### src/rtl/maint_cmd_arbiter.sv
// Maintenance command arbiter: merges periodic REFRESH/ZQCS words with the
// host command stream into one registered AXI-Stream toward sddt_core.
// Refreshes may be postponed behind host traffic until they become urgent.
module maint_cmd_arbiter #(
  parameter int         CMD_WIDTH       = 128,
  parameter int         REF_INTERVAL    = 5200,
  parameter int         ZQ_INTERVAL     = 85000,
  parameter int         REF_MAX_PENDING = 8,
  parameter int         REF_URGENT      = 6,
  parameter logic [3:0] REF_OPCODE      = 4'h3,
  parameter logic [3:0] ZQ_OPCODE       = 4'h5
) (
  input  logic                 c0_ddr4_clk,
  input  logic                 c0_ddr4_rst,
  input  logic                 ref_en,
  input  logic                 zq_en,
  input  logic                 status_clr,
  input  logic [CMD_WIDTH-1:0] S_AXIS_HOST_tdata,
  input  logic                 S_AXIS_HOST_tvalid,
  output logic                 S_AXIS_HOST_tready,
  output logic [CMD_WIDTH-1:0] M_AXIS_CMD_tdata,
  output logic                 M_AXIS_CMD_tvalid,
  input  logic                 M_AXIS_CMD_tready,
  output logic [3:0]           ref_pending,
  output logic                 zq_pending,
  output logic                 ref_overflow,
  output logic [15:0]          ref_issued_cnt,
  output logic [15:0]          zq_issued_cnt
);

  localparam int RW = (REF_INTERVAL > 2) ? $clog2(REF_INTERVAL) : 1;
  localparam int ZW = (ZQ_INTERVAL > 2) ? $clog2(ZQ_INTERVAL) : 1;

  localparam logic [CMD_WIDTH-1:0] REF_WORD = {REF_OPCODE, {(CMD_WIDTH-4){1'b0}}};
  localparam logic [CMD_WIDTH-1:0] ZQ_WORD  = {ZQ_OPCODE,  {(CMD_WIDTH-4){1'b0}}};

  typedef enum logic [1:0] {
    SRC_NONE,
    SRC_REF,
    SRC_ZQ,
    SRC_HOST
  } src_e;

  logic [RW-1:0]          refTimer_q, refTimer_d;
  logic [ZW-1:0]          zqTimer_q, zqTimer_d;
  logic [3:0]             refPend_q, refPend_d;
  logic                   zqPend_q, zqPend_d;
  logic                   overflow_q, overflow_d;
  logic [15:0]            refCnt_q, refCnt_d;
  logic [15:0]            zqCnt_q, zqCnt_d;
  logic                   tvalid_q, tvalid_d;
  logic [CMD_WIDTH-1:0]   tdata_q, tdata_d;

  logic                   refTick, zqTick;
  logic                   loadSlot;
  src_e                   src;
  logic                   refLoad, zqLoad, hostLoad;
  logic                   overflowSet;

  // Interval timers: free-running while enabled, held at zero when disabled
  always_comb begin
    refTick    = ref_en && (refTimer_q == RW'(REF_INTERVAL - 1));
    zqTick     = zq_en && (zqTimer_q == ZW'(ZQ_INTERVAL - 1));
    refTimer_d = '0;
    zqTimer_d  = '0;
    if (ref_en && !refTick) refTimer_d = refTimer_q + 1'b1;
    if (zq_en && !zqTick)   zqTimer_d  = zqTimer_q + 1'b1;
  end

  // Source selection for the output slot: urgent refresh, ZQ, host, then lazy refresh
  always_comb begin
    loadSlot = !tvalid_q || M_AXIS_CMD_tready;
    src      = SRC_NONE;
    if (refPend_q >= 4'(REF_URGENT))  src = SRC_REF;
    else if (zqPend_q)                src = SRC_ZQ;
    else if (S_AXIS_HOST_tvalid)      src = SRC_HOST;
    else if (refPend_q != 4'd0)       src = SRC_REF;
    refLoad  = loadSlot && (src == SRC_REF);
    zqLoad   = loadSlot && (src == SRC_ZQ);
    hostLoad = loadSlot && (src == SRC_HOST);
    S_AXIS_HOST_tready = hostLoad && !c0_ddr4_rst;
  end

  // Pending bookkeeping, sticky overflow and issue counters
  always_comb begin
    refPend_d   = refPend_q;
    overflowSet = 1'b0;
    if (!ref_en) begin
      refPend_d = 4'd0;
    end else if (refTick && !refLoad) begin
      if (refPend_q == 4'(REF_MAX_PENDING)) overflowSet = 1'b1;
      else                                  refPend_d = refPend_q + 4'd1;
    end else if (!refTick && refLoad) begin
      refPend_d = refPend_q - 4'd1;
    end

    zqPend_d = zqPend_q;
    if (!zq_en)      zqPend_d = 1'b0;
    else if (zqTick) zqPend_d = 1'b1;
    else if (zqLoad) zqPend_d = 1'b0;

    overflow_d = overflowSet || (overflow_q && !status_clr);
    refCnt_d   = (status_clr ? 16'd0 : refCnt_q) + {15'd0, refLoad};
    zqCnt_d    = (status_clr ? 16'd0 : zqCnt_q) + {15'd0, zqLoad};
  end

  // Output register: reloaded only when empty or being accepted downstream
  always_comb begin
    tvalid_d = tvalid_q;
    tdata_d  = tdata_q;
    if (loadSlot) begin
      tvalid_d = (src != SRC_NONE);
      case (src)
        SRC_REF:  tdata_d = REF_WORD;
        SRC_ZQ:   tdata_d = ZQ_WORD;
        SRC_HOST: tdata_d = S_AXIS_HOST_tdata;
        default:  tdata_d = tdata_q;
      endcase
    end
  end

  // State registers with synchronous reset; reset drops any held word
  always_ff @(posedge c0_ddr4_clk) begin
    if (c0_ddr4_rst) begin
      refTimer_q <= '0;
      zqTimer_q  <= '0;
      refPend_q  <= 4'd0;
      zqPend_q   <= 1'b0;
      overflow_q <= 1'b0;
      refCnt_q   <= 16'd0;
      zqCnt_q    <= 16'd0;
      tvalid_q   <= 1'b0;
      tdata_q    <= '0;
    end else begin
      refTimer_q <= refTimer_d;
      zqTimer_q  <= zqTimer_d;
      refPend_q  <= refPend_d;
      zqPend_q   <= zqPend_d;
      overflow_q <= overflow_d;
      refCnt_q   <= refCnt_d;
      zqCnt_q    <= zqCnt_d;
      tvalid_q   <= tvalid_d;
      tdata_q    <= tdata_d;
    end
  end

  assign M_AXIS_CMD_tdata  = tdata_q;
  assign M_AXIS_CMD_tvalid = tvalid_q;
  assign ref_pending       = refPend_q;
  assign zq_pending        = zqPend_q;
  assign ref_overflow      = overflow_q;
  assign ref_issued_cnt    = refCnt_q;
  assign zq_issued_cnt     = zqCnt_q;

endmodule

### config.mk
export PLATFORM = sky130hd
export DESIGN_NAME = maint_cmd_arbiter
export DESIGN_NICKNAME = d
export VERILOG_FILES = /design/src/rtl/maint_cmd_arbiter.sv
export SDC_FILE = /design/constraint.sdc
export NUM_CORES = 1
export LEC_CHECK = 0
export ABC_AREA = 1
export BUFFER_PORTS_ARGS = -buffer_cell sky130_fd_sc_hd__buf_4
export CAP_MARGIN = 10
export CORE_MARGIN = 2
export CORE_UTILIZATION = 49
export CTS_CLUSTER_SIZE = 8
export DETAILED_ROUTE_END_ITERATION = 16
export HOLD_SLACK_MARGIN = 0.05
export PLACE_DENSITY = 0.8
export SLEW_MARGIN = 20
export SYNTH_ARGS = -nofsm -noshare
export SYNTH_HDL_FRONTEND = slang
export SYNTH_SLANG_ARGS = --single-unit
### constraint.sdc
create_clock -name c0_ddr4_clk -period 2.7 [get_ports c0_ddr4_clk]
set_clock_uncertainty 0.2 [all_clocks]
set_input_delay 0 -clock c0_ddr4_clk [delete_from_list [all_inputs] [get_ports c0_ddr4_clk]]
set_output_delay 0 -clock c0_ddr4_clk [all_outputs]
set_load 0.01 [all_outputs]
==> impl_metrics.json <==
{
  "relSlewSlack_pct": 62.6,
  "via_per_inst": 5.46,
  "first_pass_iters": 5,
  "cp_common_cell": "inv_1",
  "io_pins": 303,
  "dp_hpwl_um": 15500,
  "gp_congestion": 0.803,
  "synth.distinct_cells": 40,
  "fillers": 952,
  "io_buffers": 302,
  "crit_path_max_incr_delay_ps": 570,
  "maxCapViolCount": 0,
  "synth_xor_area_share_pct": 1.37,
  "synth_nets": 940,
  "path_class": "reg -> reg",
  "dpl.cell_count": 1263,
  "fin_crit_ps": 2530,
  "start_util_pct": 50.4,
  "ant_nets": 0,
  "synth_area_leaders": "dfxtp_1 (51%), a32o_1 (16%), nand2_1 (3.8%), nor2_1 (3.7%), inv_1 (3.5%)",
  "grt_overflow": 0,
  "nets": 1356,
  "clock_path_buffers": 2,
  "grt_max_degree": 119,
  "seq_area_frac_synth_pct": 51.3,
  "wirelength_um": 26900,
  "cts_max_level": 4,
  "required_ps": 2870,
  "outcome": "complete, no violations",
  "fmax_ghz": 0.396,
  "drive_above_1_share_pct": 32.5,
  "finalHoldViolCount": 0,
  "postCtsSetupBuffers": 0,
  "grt_pass1_wl_um": 40000,
  "critPathLaunchType": "flip-flop",
  "critical_path.slowest_cell": "dlygate4sd3_1",
  "fp.dieW_um": 129,
  "power.total_uw": 6860,
  "crit_chain": "inv_1 -> nor2_1 -> inv_1 -> nand2_8 -> buf_12 -> nand2_1 -> a21oi_1 -> dlygate4sd3_1",
  "cts_buffers": 17,
  "grt_pass1_vias": 7655,
  "track_usage_pct": 30.7,
  "synth_simple_gate_area_share_pct": 16.6,
  "cts_num_sinks": 197,
  "finalSetupViolCount": 0,
  "synthMuxAreaShare_pct": 0,
  "syn_area_per_cell_um2": 9.67,
  "synth_top_area_share_pct": 51.3,
  "utilization_pct": 79.1,
  "yosys.area.top_type": "dfxtp_1",
  "syn_area_mm2": 0.00768,
  "synth_top_family_by_area": "compound AO/OA/AOI/OAI gates",
  "cts-root-buf": "clkbuf_16",
  "via_count": 7836,
  "die_h_um": 129,
  "ys_ff_latch": 197,
  "antenna_found_initial": 1,
  "drc": 0,
  "peakVddDrop_v": 0.000422,
  "finalCritPeriodShare_pct": 93.6,
  "crit_fanout": 50,
  "core_area_mm2": 0.0153,
  "power_density_mw_per_mm2": 568,
  "yosys_warnings": 0,
  "worstSetupEndpointType": "flip-flop",
  "postSynthCellCount": 795,
  "synthAdderAreaFrac_pct": 1.73,
  "tritoncts": "built",
  "arrival_ps": 2700,
  "tightestPinTransition_ps": 562,
  "drt_iter0_markers": 683,
  "leakage_uw": 0.00520,
  "final_max_slew_viol_count": 0,
  "die-area_mm2": 0.0167,
  "min_path_type": "in -> reg",
  "path_clk_slew_ps": 70,
  "fin_tns_setup_ps": 0,
  "syn_to_final_growth_pct": 57.1,
  "clk_latency_ps": 430,
  "fin_cells": 1436,
  "final_cell_mix": "buf_4 (302), dfxtp_1 (197), dlygate4sd3_1 (139)",
  "wire_per_inst_um": 18.7,
  "synth-compound-area-share_pct": 20.8,
  "final_common_cell": "buf_4",
  "floorplan.rows": 45
}
## final timing paths
kind,from,to,slack [ps],cells past startpoint
setup / recovery,M_AXIS_CMD_tvalid,M_AXIS_CMD_tdata[126],170,8
hold / removal,S_AXIS_HOST_tdata[127],M_AXIS_CMD_tdata[127],120,3
setup reg to reg,M_AXIS_CMD_tvalid,M_AXIS_CMD_tdata[126],170,8
hold reg to reg,zqTimer_q[0],zqTimer_q[0],250,1
## Yosys cell counts, drive strengths merged
| cell type | number |
|---|---|
| o21bai | 1 |
| nor3b | 3 |
| a21oi | 35 |
| nand3b | 2 |
| nor4 | 5 |
| xor2 | 8 |
| clkbuf | 15 |
| a211oi | 4 |
| a31o | 1 |
| nor2 | 90 |
| inv | 81 |
| o21ai | 21 |
| nand4 | 8 |
| buf | 35 |
| ha | 9 |
| or2 | 2 |
| o21a | 1 |
| nor3 | 29 |
| fa | 1 |
| o211ai | 1 |
| nand2 | 91 |
| dfxtp | 197 |
| o31ai | 1 |
| nand3 | 25 |
| a32o | 125 |
| xnor2 | 4 |
## area by class of cell
class | count | area [um2] | share of cell area (%)
repair buffers | 446 | 3760 | 31.1
diodes | 2 | 5.00 | 0.0415
clock buffers | 20 | 467 | 3.87
clock inverters | 11 | 151 | 1.25
well taps | 211 | 264 | 2.19
multi-input cells | 468 | 3180 | 26.3
inverters | 81 | 308 | 2.55
flip-flops and latches | 197 | 3940 | 32.7
## kinds of logic after synthesis
kind of cell,Yosys count
xor+xnor,12
fa+ha+maj,10
buf+inv,131
simple gates,255
flops,197
compound gates,190
## sequential cells by signal (all words and copies together), names as in the netlist, 4 cells and up
| name | count |
|---|---|
| ref_pending | 4 |
| ref_issued_cnt | 16 |
| zqTimer_q | 17 |
| zq_issued_cnt | 16 |
| M_AXIS_CMD_tdata | 128 |
| refTimer_q | 13 |
## through the flow
step | setup WS [ps] | hold slack, ps | area (um2)
after floorplan | 403 | -76.1 | 7680
final | 174 | 124 | 12100
after CTS | 146 | 99.8 | 12000
after global placement | 279 | 8.74 | 10000
after global routing | -32.4 | 118 | 12100
after detailed placement | 206 | 13.4 | 10000
## where the power goes
part	switching, uW	total, uW	leakage (uW)	internal [uW]
clock network	1140	2680	0.000302	1530
logic	512	1060	0.00330	548
registers	90.1	3120	0.00160	3030
## worst max-delay path: cells and delay by family (launching register included)
| kind | cells | cell delay [ps] |
|---|---|---|
| and+or+nand+nor | 3 | 610 |
| DFF | 1 | 360 |
| AOI/OAI and AO/OA | 1 | 140 |
| buffers and inverters | 4 | 1160 |
## layer usage
| metal | track usage, % | wire length [um] |
|---|---|---|
| met1 | 34.7 | 9970 |
| met2 | 53.4 | 13600 |
| met3 | 7.89 | 2130 |
| met4 | 16.4 | 1170 |
| met5 | 0 | 0 |
## repair_timing
item,CTS,global route
hold endpoints to repair,179,0
endpoints found under the setup margin,0,4
hold buffers,139,0
resized for setup,0,7
Power figures use the tool's default switching activity.
